$ cat config.mk
export PLATFORM = sky130hd
export DESIGN_NAME = combat_referee
export DESIGN_NICKNAME = d
export VERILOG_FILES = /design/src/rtl/combat_pkg.sv /design/src/rtl/attack_channel.sv /design/src/rtl/combat_referee.sv
export SDC_FILE = /design/constraint.sdc
export NUM_CORES = 1
export LEC_CHECK = 0
export ABC_AREA = 1
export BUFFER_PORTS_ARGS = -buffer_cell sky130_fd_sc_hd__buf_2
export CAP_MARGIN = 40
export CORE_MARGIN = 2
export CORE_UTILIZATION = 50
export CTS_BUF_LIST = sky130_fd_sc_hd__clkbuf_4 sky130_fd_sc_hd__clkbuf_8
export CTS_CLUSTER_DIAMETER = 50
export DETAILED_ROUTE_END_ITERATION = 8
export GPL_ROUTABILITY_DRIVEN = 1
export PLACE_DENSITY = 0.71
export SKIP_LAST_GASP = 1
export SLEW_MARGIN = 40
export SYNTH_ARGS = -nofsm -noshare
export SYNTH_HDL_FRONTEND = slang
export SYNTH_HIERARCHICAL = 1
export SYNTH_SLANG_ARGS = --single-unit
$ cat constraint.sdc
create_clock -name effective_clk -period 5 [get_ports effective_clk]
set_input_delay 0.5 -clock effective_clk [delete_from_list [all_inputs] [get_ports effective_clk]]
set_output_delay 0.5 -clock effective_clk [all_outputs]
set_load 0.02 [all_outputs]
$ cat src/rtl/combat_pkg.sv
// combat_pkg
// Shared definitions for the combat referee: round state encoding, winner
// codes, default parameter values and two small arithmetic helpers used by
// the hit test and the health registers.
package combat_pkg;

    // Round state: waiting for a round, fighting, or results frozen.
    typedef enum logic [1:0] {
        ST_IDLE  = 2'd0,
        ST_FIGHT = 2'd1,
        ST_OVER  = 2'd2
    } state_t;

    // Winner codes as seen by the game FSM and the display logic.
    localparam logic [1:0] W_NONE = 2'b00;
    localparam logic [1:0] W_P1   = 2'b01;
    localparam logic [1:0] W_P2   = 2'b10;
    localparam logic [1:0] W_DRAW = 2'b11;

    // Default tuning values.
    localparam logic [3:0] DEF_MAX_HEALTH = 4'd9;
    localparam logic [9:0] DEF_HIT_RANGE  = 10'd64;
    localparam logic [9:0] DEF_Y_TOL      = 10'd16;
    localparam int         DEF_COOLDOWN   = 25;

    // Distance between two screen coordinates, always larger minus smaller
    // so the unsigned subtraction never wraps.
    function automatic logic [9:0] abs_diff(input logic [9:0] a, input logic [9:0] b);
        return (a >= b) ? (a - b) : (b - a);
    endfunction

    // Health decrement that sticks at zero.
    function automatic logic [3:0] dec_sat(input logic [3:0] h);
        return (h == 4'd0) ? 4'd0 : (h - 4'd1);
    endfunction

endpackage

$ cat src/rtl/attack_channel.sv
// attack_channel
// One player's attack front end: remembers the previous attack level,
// detects rising edges, and runs a cooldown counter that blocks further
// edges for a fixed number of active cycles after an accepted one.
//
// Ports:
//   effective_clk  in   clock
//   reset          in   asynchronous, active-high
//   attack         in   raw attack level
//   clear          in   round restart: zero the cooldown, accept nothing
//   run            in   round active and not paused
//   accept         out  this edge counts as an attack (combinational)
module attack_channel
    import combat_pkg::*;
#(
    parameter int COOLDOWN = DEF_COOLDOWN
) (
    input  logic effective_clk,
    input  logic reset,
    input  logic attack,
    input  logic clear,
    input  logic run,
    output logic accept
);

    localparam int CW = $clog2(COOLDOWN + 1);

    logic          hist_q;
    logic          hist_d;
    logic [CW-1:0] cd_q;
    logic [CW-1:0] cd_d;

    // The history register always tracks the input, even when paused, so an
    // edge that happens while the fight is not running is lost rather than
    // replayed later.
    always_comb begin
        hist_d = attack;
        accept = attack & ~hist_q & run & ~clear & (cd_q == '0);
        cd_d   = cd_q;
        if (clear) begin
            cd_d = '0;
        end else if (accept) begin
            cd_d = CW'(COOLDOWN);
        end else if (run && cd_q != '0) begin
            cd_d = cd_q - CW'(1);
        end
    end

    always_ff @(posedge effective_clk or posedge reset) begin
        if (reset) begin
            hist_q <= 1'b0;
            cd_q   <= '0;
        end else begin
            hist_q <= hist_d;
            cd_q   <= cd_d;
        end
    end

endmodule

$ cat src/rtl/combat_referee.sv
// combat_referee
// Decides which attacks land between the two players, tracks both health
// values and declares the end of the round and its winner.
//
// Ports:
//   effective_clk             in   clock
//   reset                     in   asynchronous, active-high
//   round_start               in   one-cycle pulse, starts/restarts a round
//   enable                    in   fight running (low pauses)
//   p1_attack, p2_attack      in   raw attack levels
//   p1_posx .. p2_posy        in   10-bit player positions
//   p1_health, p2_health      out  current health
//   p1_hit, p2_hit            out  one-cycle pulse when that player is damaged
//   game_over                 out  high from the final hit to the next round
//   winner                    out  00 none, 01 p1, 10 p2, 11 draw
module combat_referee
    import combat_pkg::*;
#(
    parameter logic [3:0] MAX_HEALTH = DEF_MAX_HEALTH,
    parameter logic [9:0] HIT_RANGE  = DEF_HIT_RANGE,
    parameter logic [9:0] Y_TOL      = DEF_Y_TOL,
    parameter int         COOLDOWN   = DEF_COOLDOWN
) (
    input  logic       effective_clk,
    input  logic       reset,
    input  logic       round_start,
    input  logic       enable,
    input  logic       p1_attack,
    input  logic       p2_attack,
    input  logic [9:0] p1_posx,
    input  logic [9:0] p1_posy,
    input  logic [9:0] p2_posx,
    input  logic [9:0] p2_posy,
    output logic [3:0] p1_health,
    output logic [3:0] p2_health,
    output logic       p1_hit,
    output logic       p2_hit,
    output logic       game_over,
    output logic [1:0] winner
);

    state_t     state_q, state_d;
    logic [3:0] p1_health_q, p1_health_d;
    logic [3:0] p2_health_q, p2_health_d;
    logic       p1_hit_q, p1_hit_d;
    logic       p2_hit_q, p2_hit_d;
    logic       game_over_q, game_over_d;
    logic [1:0] winner_q, winner_d;

    logic run;
    logic p1_accept;
    logic p2_accept;
    logic in_range;

    assign run = (state_q == ST_FIGHT) && enable;

    attack_channel #(
        .COOLDOWN(COOLDOWN)
    ) u_p1_channel (
        .effective_clk(effective_clk),
        .reset        (reset),
        .attack       (p1_attack),
        .clear        (round_start),
        .run          (run),
        .accept       (p1_accept)
    );

    attack_channel #(
        .COOLDOWN(COOLDOWN)
    ) u_p2_channel (
        .effective_clk(effective_clk),
        .reset        (reset),
        .attack       (p2_attack),
        .clear        (round_start),
        .run          (run),
        .accept       (p2_accept)
    );

    // Range is symmetric, so one comparator pair serves both attackers.
    assign in_range = (abs_diff(p1_posx, p2_posx) <= HIT_RANGE) &&
                      (abs_diff(p1_posy, p2_posy) <= Y_TOL);

    // Next-state and next-output logic. Both players' hits are applied on the
    // same edge, and the end-of-round test looks at the post-hit healths so
    // a simultaneous double knockout is reported as a draw.
    always_comb begin
        state_d     = state_q;
        p1_health_d = p1_health_q;
        p2_health_d = p2_health_q;
        p1_hit_d    = 1'b0;
        p2_hit_d    = 1'b0;
        game_over_d = game_over_q;
        winner_d    = winner_q;

        if (round_start) begin
            state_d     = ST_FIGHT;
            p1_health_d = MAX_HEALTH;
            p2_health_d = MAX_HEALTH;
            game_over_d = 1'b0;
            winner_d    = W_NONE;
        end else begin
            case (state_q)
                ST_FIGHT: begin
                    if (p1_accept && in_range) begin
                        p2_health_d = dec_sat(p2_health_q);
                        p2_hit_d    = 1'b1;
                    end
                    if (p2_accept && in_range) begin
                        p1_health_d = dec_sat(p1_health_q);
                        p1_hit_d    = 1'b1;
                    end
                    if (p1_health_d == 4'd0 || p2_health_d == 4'd0) begin
                        state_d     = ST_OVER;
                        game_over_d = 1'b1;
                        if (p1_health_d == 4'd0 && p2_health_d == 4'd0) begin
                            winner_d = W_DRAW;
                        end else if (p2_health_d == 4'd0) begin
                            winner_d = W_P1;
                        end else begin
                            winner_d = W_P2;
                        end
                    end
                end
                ST_OVER: begin
                    state_d = ST_OVER;
                end
                default: begin
                    state_d = ST_IDLE;
                end
            endcase
        end
    end

    always_ff @(posedge effective_clk or posedge reset) begin
        if (reset) begin
            state_q     <= ST_IDLE;
            p1_health_q <= MAX_HEALTH;
            p2_health_q <= MAX_HEALTH;
            p1_hit_q    <= 1'b0;
            p2_hit_q    <= 1'b0;
            game_over_q <= 1'b0;
            winner_q    <= W_NONE;
        end else begin
            state_q     <= state_d;
            p1_health_q <= p1_health_d;
            p2_health_q <= p2_health_d;
            p1_hit_q    <= p1_hit_d;
            p2_hit_q    <= p2_hit_d;
            game_over_q <= game_over_d;
            winner_q    <= winner_d;
        end
    end

    assign p1_health = p1_health_q;
    assign p2_health = p2_health_q;
    assign p1_hit    = p1_hit_q;
    assign p2_hit    = p2_hit_q;
    assign game_over = game_over_q;
    assign winner    = winner_q;

endmodule

==> impl_metrics.toml, run 1 <==
[die]
ioPinCount = 59
die_area_um2 = 8790
num_rows = 32
start_util = 0.519
die_w_um = 93.8
core_um2 = 7770
die-height_um = 93.8

[yosys]
avgSynthCellArea_um2 = 5.94
synth_edf_count = 0
ys.flop_type = "dfrtp_1"
syn-num-nets = 769
synth_cell_types = 34
synth_seq_cells = 27
synthArstFlopShare = 1.00
yosys_warnings = 6
synth-seq-area-share = 0.169
synth_cells = 678
syn-cell-area_um2 = 4030

[pwr]
power.density_nw_per_um2 = 211
leakagePower_nw = 2.84
vdd.ir_drop.worst_uv = 110

[sta]
max_slew.worst_pin.slew_ps = 553
fmax_ghz = 0.357
finalSetupViolations = 0
period_needed_ps = 2800
hold_viol = 0
timing.setup.tns_ps = 0
rsz0062_at_grt = "false"
maxSlewViolCount = 0
slew_headroom = 0.631
skew_ps = 2.98
finalCritPeriodShare = 0.561

[clock_network]
insertion_delay_ps = 270
cts.sinks = 27
post_cts_buffers = 0
cts_resized = 0
clock_path_buffers = 2
htree_levels = 1
cts_hold_buf = 0
tritoncts = "yes"
path_clk_slew_ps = 90
cts-root-buf = "clkbuf_8"
cts_made_buffers = 3

[placed_design]
placedCellCount = 836
placedInstanceArea_um2 = 4430
gp_congestion = 0.922
dp_hpwl_um = 7500
io_buffers = 58

[global_routing]
grt_pass1_vias = 3821
grt_usage = 0.207
grt_pass1_wl_um = 15500
grt_max_degree = 16
overflow = 0
antenna_found_initial = 0

[route]
vias = 4170
firstDrtPassIters = 6
wire_per_inst_um = 10.6
drt_iter0_drc = 179
avgViaCountPerCell = 4.96
ant_nets = 0
routed_wl_um = 8920
drc_errors = 0

[critical_path]
critPathKind = "in -> reg"
path_buf_inv = 2
crit_family = "simple AND/OR/NAND/NOR gates"
slowest_stage = "ha_1"
crit_path_end_kind = "flop"
crit_top_cell = "nand2_1"
critPathLaunchType = "input port"
path_cells = "buf_2 > inv_1 > ha_1 > a21oi_1 > nand2_1 > nand2_1 > nand2_1 > a21oi_2 > nand3_1 > nand2_1 > nand2_4 > nor2_8 > nand2_4 > nand2_1 > nand2_2 > nor2_4 > nand2_2 > nand3_2 > nand2_2 > nand2_1 > nand2_1"
arrival_ps = 2970
cp.depth = 21
r2r_cells = 19
worst_ep_required_time_ps = 5170
cp_max_fo = 9
max_stage_delay_ps = 370

[cells_and_area]
fin_nets = 830
design_area_um2 = 4480
antenna_cells = 0
final_cells = 840
drive_gt1_frac = 0.175
area_growth_pct = 11.2

[run]
drv_cap = 0

[worst_hold_path]
hold_class = "in -> async"

[run_status]
outcome = "complete, no violations"
layer usage:
layer  global-route usage  wire, um  part of all wire  vias to the layer above
li1                     -         -                 -                     2204
met1                0.261      4060              0.45                     1871
met2                0.388      4480              0.50                       89
met3               0.0177       317             0.036                        6
met4               0.0314        61            0.0068                        0
met5                    0         0                 0                        -
through the flow:
stage          utilization  setup WS, ps  hold slack, ps  power (mW)
5_1_grt              0.577          1950             155        1.05
3_3_place_gp         0.571          2000             450       0.805
6_report             0.577          2200             156       0.946
2_1_floorplan            -          2370             291       0.712
4_1_cts              0.577          2180             149       0.953
3_5_place_dp         0.571          1900             452       0.818
worst reg2reg max path: cells and delay by family (launching register included):
| family | cells | cell delay, ps |
|---|---|---|
| fa+ha+maj | 1 | 170 |
| buf+inv | 5 | 590 |
| flops | 1 | 370 |
| simple gates | 13 | 1110 |
synth_stat cells (7+ instances only):
library cell / n / area [um^2]
a21oi_1: 18 / 90.1
dfrtp_1: 23 / 576
ha_1: 45 / 563
inv_1: 135 / 507
inv_2: 8 / 30.0
nand2_1: 223 / 837
nand2_2: 17 / 106
nand2_4: 7 / 78.8
nand3_1: 71 / 355
nand4_1: 16 / 100
nor2_1: 43 / 161
nor2_2: 9 / 56.3
o21ai_0: 7 / 35.0
final cells by class:
class	count	area [um^2]
Clock buffer	4	48.8
Fill cell	779	3290
Inverter	150	568
Multi-Input combinational cell	499	2770
Sequential cell	27	681
Tap cell	102	128
Timing Repair Buffer	58	290
state kept, by name, indices dropped and copies added, names as in the netlist:
name	count
p1_hit	1
state_q	2
u_p2_channel/cd_q	5
p2_hit	1
u_p2_channel/hist_q	1
game_over	1
winner	2
p1_health	4
u_p1_channel/cd_q	5
u_p1_channel/hist_q	1
p2_health	4
cell usage in the layout, fill, tap and decap left out, types with 8 or more instances in the layout:
cell / n
buf_2: 58
nand3_1: 71
nor2_2: 9
nor2_1: 43
nand2_2: 17
ha_1: 45
a21oi_1: 18
dfrtp_1: 23
nand4_1: 16
inv_1: 135
inv_2: 8
nand2_1: 223
worst paths after layout:
check,startpoint,end,slack [ps]
max,p1_posx[3],winner[0],2200
min,reset,u_p2_channel/hist_q,160
max reg2reg,state_q[1],winner[0],2630
min reg2reg,winner[1],winner[1],480
max in group asynchronous,reset,p2_health[3],4350
min in group effective_clk,p2_attack,u_p2_channel/hist_q,340
power breakdown:
group | switching (mW) | total, mW | internal [mW]
combinational | 0.352 | 0.550 | 0.198
clock | 0.0660 | 0.129 | 0.0625
sequential | 0.0249 | 0.268 | 0.243
total | 0.442 | 0.946 | 0.504
kinds of logic after synthesis:
logic type | share of synthesized area
flip-flops | 0.169
buffers and inverters | 0.145
AND/OR/NAND/NOR | 0.464
XOR/XNOR | 0.0152
adder cells (fa/ha/maj) | 0.140
AO/OA/AOI/OAI | 0.0677
Power figures use the tool's default switching activity.
==> run 2, diff against run 1 <==
==> constraint.sdc (replaced) <==
create_clock -name effective_clk -period 2.72 [get_ports effective_clk]
set_input_delay 0.272 -clock effective_clk [delete_from_list [all_inputs] [get_ports effective_clk]]
set_output_delay 0.272 -clock effective_clk [all_outputs]
set_load 0.02 [all_outputs]
==> run 2 against run 1 <==
Critical path depth increased by 4. Total power increased by 89%. Critical path type unchanged. Utilization increased by 2.2 points. Sequential share of layout area decreased by 0.55 points. Clock power increased by 88%. Critical endpoint unchanged. Sequential cell count unchanged. Worst hold slack got worse by 46 ps. First-iteration DRC count increased by 10%. Die area unchanged. Via count increased by 2.0%. Highest routed layer unchanged.
==> impl_metrics.toml, run 2 (same netlist as run 1, synthesis figures left out) <==
[run_status]
outcome = "complete, no violations"

[pwr]
internal_power_mw = 0.956
combPwrFrac = 0.590
vdd.ir_drop.worst_uv = 168
totalPowerFinal_mw = 1.79
switching_share = 0.466
power.density_nw_per_um2 = 385
seqPwrFrac = 0.275
leakagePower_nw = 2.90
clkPwrFrac = 0.135
p_switching_mw = 0.836

[critical_path]
arrival_ps = 2620
rrSetupSlack_ps = 350
timing.rr.start = "state_q[1]"
max_stage_delay_ps = 310
slowest_stage = "ha_2"
critPathKind = "in -> reg"
crit_top_cell = "nand2_1"
worst_ep_required_time_ps = 2900
cp_max_fo = 7
critPathLaunchType = "input port"
r2r_cells = 19
crit_path_end = "winner[0]"
crit_path_end_kind = "flop"
startpoint = "p1_posx[2]"
reg2reg_to = "winner[0]"

[global_routing]
grt_usage = 0.218
grt_max_degree = 16
antenna_found_initial = 0
grt_pass1_vias = 4057
grt_pass1_wl_um = 16300
overflow = 0

[cells_and_area]
antenna_cells = 0
final_cell_mix = "220 x nand2_1, 134 x inv_1, 70 x nand3_1"
drive_gt1_frac = 0.205
fin_nets = 843
top_regs = "u_p1_channel/cd_q x5, u_p2_channel/cd_q x5"
area_growth_pct = 15.3
final_common_cell = "nand2_1"

[worst_hold_path]
hold_class = "in -> reg"
holdPathStages = 1

[clock_network]
cts_made_buffers = 3
clock_path_buffers = 2
insertion_delay_ps = 280
cts.sinks = 27
tritoncts = "yes"
cts-root-buf = "clkbuf_8"
path_clk_slew_ps = 90
htree_levels = 1

[sta]
finalSetupViolations = 0
max_slew.worst_pin.slew_ps = 580
maxSlewViolCount = 0
slew_headroom = 0.613
skew_ps = 3.58
hold_viol = 0
fmax_ghz = 0.410
timing.setup.tns_ps = 0
finalCritPeriodShare = 0.898
period_needed_ps = 2440
holdWs_ps = 110

[route]
wire_per_inst_um = 10.8
firstDrtPassIters = 5
drc_errors = 0
drt_iter0_drc = 197
routed_wl_um = 9220
vias = 4252
avgViaCountPerCell = 4.98
ant_nets = 0

[die]
die_w_um = 93.8
die_area_um2 = 8790
core_um2 = 7770
die-height_um = 93.8
ioPinCount = 59
num_rows = 32
start_util = 0.519

[placed_design]
gp_congestion = 0.926
io_buffers = 58
dp_hpwl_um = 7760

[run]
drv_cap = 0
run 2: cell types whose count changed in the layout (fill, tap and decap cells not counted), moves of 2 or more:
cell and delta:
ha_1 -4, ha_2 +2, nand2_1 -3, buf_4 +11
nand2_2 +3, a21oi_2 +2, a21oi_1 -3, ha_4 +2
run 2: worst max-delay path: cells and delay by family:
kind / cells / cell delay (ps)
compound gates: 1 / 210
simple gates: 18 / 1440
buf+inv: 5 / 360
fa+ha+maj: 1 / 310
run 2: repair_timing:
item,CTS,global route
hold buffers,1,0
endpoints found under the setup margin,0,5
resized for setup,0,17
endpoints found under the hold margin,12,0
setup buffers,0,0
run 2: routing by layer:
metal,up-vias,wire length (um),share of wire,global-route usage
li1,2241,-,-,-
met1,1908,4180,0.45,0.262
met2,84,4570,0.50,0.411
met3,19,295,0.032,0.0249
met4,0,168,0.018,0.0507
met5,-,0,0,0
run 2: worst min-delay path by stage:
| stage | startpoint | end | slack (ps) |
|---|---|---|---|
| global placement | reset | u_p2_channel/hist_q | 220 |
| finish | p1_attack | u_p1_channel/hist_q | 110 |
| floorplan | reset | u_p1_channel/cd_q[0] | 60 |
| detailed placement | reset | u_p2_channel/hist_q | 230 |
| CTS | p1_attack | u_p1_channel/hist_q | 100 |
| global route | p1_attack | u_p1_channel/hist_q | 90 |
run 2: power groups by stage:
stage	clock network [mW]	registers [mW]	logic, mW
2_1_floorplan	0	0.490	0.819
3_3_place_gp	0	0.498	1.01
3_5_place_dp	0	0.500	1.03
4_1_cts	0.254	0.493	1.03
5_1_grt	0.277	0.499	1.21
6_report	0.243	0.493	1.06
run 2: area by class of cell:
type / count / area [um^2]
Tap cell: 102 / 128
Timing Repair Buffer: 70 / 383
Fill cell: 778 / 3120
Clock buffer: 4 / 48.8
Inverter: 150 / 568
Sequential cell: 27 / 681
Multi-Input combinational cell: 500 / 2840
run 2: metrics by stage:
step,setup WS [ps],cell area (um^2),std cells,utilization
after CTS,178,4570,852,0.589
after global placement,-30.7,4510,847,0.581
after floorplan,314,4030,678,-
after global routing,-33.1,4650,853,0.598
final,279,4650,853,0.598
after detailed placement,-113,4510,847,0.581
==> run 3, diff against run 2 <==
==> constraint.sdc (replaced) <==
create_clock -name effective_clk -period 2.72 [get_ports effective_clk]
set_input_delay 0.408 -clock effective_clk [delete_from_list [all_inputs] [get_ports effective_clk]]
set_output_delay 0.408 -clock effective_clk [all_outputs]
set_load 0.02 [all_outputs]
==> run 3 against run 2 <==
Utilization is 6.7 points higher. Setup slack worse by 86 ps. Global-route usage is 1.8 points higher. Sequential power hardly changed. First-iteration DRC count is 4.6% lower. Via count is 4.4% higher. Clock power hardly changed. Clock-buffer cell count is 1 lower. Largest power group unchanged.
==> impl_metrics.toml, run 3 (same netlist as run 1, synthesis figures left out) <==
[sta]
skew_ps = 8.92
finalSetupViolations = 0
fmax_ghz = 0.396
period_needed_ps = 2530
hold_viol = 0
slew_headroom = 0.599
finalCritPeriodShare = 0.929
max_slew.worst_pin.slew_ps = 602
timing.setup.tns_ps = 0
maxSlewViolCount = 0

[critical_path]
crit_top_cell = "nand2_2"
critPathLaunchType = "input port"
slowest_stage = "ha_2"
crit_path_end_kind = "flop"
critPathKind = "in -> reg"
reg2reg_to = "game_over"
max_stage_delay_ps = 360
r2r_cells = 19
cp_max_fo = 8
crit_family = "simple AND/OR/NAND/NOR gates"
worst_ep_required_time_ps = 2900
arrival_ps = 2710
rrSetupSlack_ps = 340
timing.rr.start = "state_q[1]"
path_cells = "buf_2 > inv_1 > ha_2 > inv_1 > o21bai_1 > nand2_1 > nand2_2 > nor2_2 > nand2_1 > nand2_1 > nor2_2 > nand2_2 > nand2_2 > nand2_4 > nor2_8 > buf_4 > nand3_1 > nand2_2 > nor2_4 > nand2_2 > nand3_2 > nand2_1 > o21ai_1"
path_buf_inv = 4

[die]
num_rows = 32
start_util = 0.519
core_um2 = 7770
die_area_um2 = 8790
die_w_um = 93.8
ioPinCount = 59
die-height_um = 93.8

[cells_and_area]
multi_input_area_um2 = 3110
top_regs = "u_p1_channel/cd_q x5, u_p2_channel/cd_q x5"
post-route-util = 0.665
drive_gt1_frac = 0.306
area_growth_pct = 28.2
antenna_cells = 0
fin_nets = 876
design_area_um2 = 5170
final_common_cell = "nand2_1"
seqCellArea_um2 = 681
fillers = 705
final_cell_mix = "198 x nand2_1, 133 x inv_1, 67 x nand3_1"

[route]
routed_wl_um = 10500
drt_iter0_drc = 188
vias = 4441
wire_per_inst_um = 11.8
avgViaCountPerCell = 5.01
ant_nets = 0
drc_errors = 0
firstDrtPassIters = 5

[clock_network]
clock_path_buffers = 2
cts-root-buf = "clkbuf_8"
htree_levels = 1
insertion_delay_ps = 280
tritoncts = "yes"
cts_made_buffers = 3
cts.sinks = 27
path_clk_slew_ps = 100

[global_routing]
grtUsageMet1 = 0.286
grt-busiest-layer = "met2"
grt_max_degree = 17
antenna_found_initial = 0
grt_use_met2 = 0.448
grt_usage = 0.235
overflow = 0
grt_pass1_vias = 4262
grt_pass1_wl_um = 17500
met3_usage = 0.0233

[pwr]
totalPowerFinal_mw = 1.93
vdd.ir_drop.worst_uv = 169
leakagePower_nw = 3.07
power.density_nw_per_um2 = 373

[worst_hold_path]
hold_class = "in -> async"

[placed_design]
placedInstanceArea_um2 = 4740
io_buffers = 58
dp_hpwl_um = 8290
gp_congestion = 0.923

[run_status]
outcome = "complete, no violations"

[run]
drv_cap = 0
==> run 3: cell types whose count changed in the layout (fill, tap and decap cells not counted), moves of 7 or more <==
cell and change:
a21oi_2 +7, a21oi_1 -7, buf_4 +35, nand2_2 +20, nand2_1 -22, ha_4 +11
ha_1 -14
==> run 3: worst max-delay path by stage <==
stage | startpoint | end | slack, ps | cells after the start
after floorplan | p1_posx[3] | winner[0] | 180 | 20
after global placement | p1_posx[1] | winner[1] | -140 | 23
after detailed placement | p1_posx[1] | game_over | -230 | 23
after CTS | p1_posx[1] | game_over | 70 | 23
after global routing | p1_posy[7] | game_over | -20 | 24
final | p1_posy[7] | state_q[1] | 190 | 23
==> run 3: layer usage <==
metal | share of wire | wire length, um
met1 | 0.43 | 4540
met2 | 0.53 | 5520
met3 | 0.027 | 282
met4 | 0.013 | 132
met5 | 0 | 0
==> run 3: area by class of cell <==
class                      count  area share
clock inverter                 1     0.00145
multi-input combinational    499       0.601
timing repair buffer         104       0.123
inverter                     150       0.110
sequential                    27       0.132
clock buffer                   3     0.00799
tap                          102      0.0247
==> run 3: repair_timing <==
item / 4_1_cts / 5_1_grt
setup endpoints to repair: 0 / 9
hold buffers: 0 / 0
setup buffers: 0 / 5
resized for setup: 0 / 80
hold endpoints to repair: 0 / 0
==> run 3: power breakdown <==
group	internal (mW)	leakage, nW	switching (mW)
combinational	0.471	2.70	0.724
sequential	0.447	0.353	0.0466
clock	0.104	0.0217	0.136
total	1.02	3.07	0.907
==> run 3: stage by stage <==
stage	worst slack, ps	std cells	hold slack [ps]
2_1_floorplan	178	678	199
3_3_place_gp	-141	877	359
3_5_place_dp	-232	877	363
4_1_cts	67.6	881	52.1
5_1_grt	-22.1	886	54.3
6_report	193	886	44.7
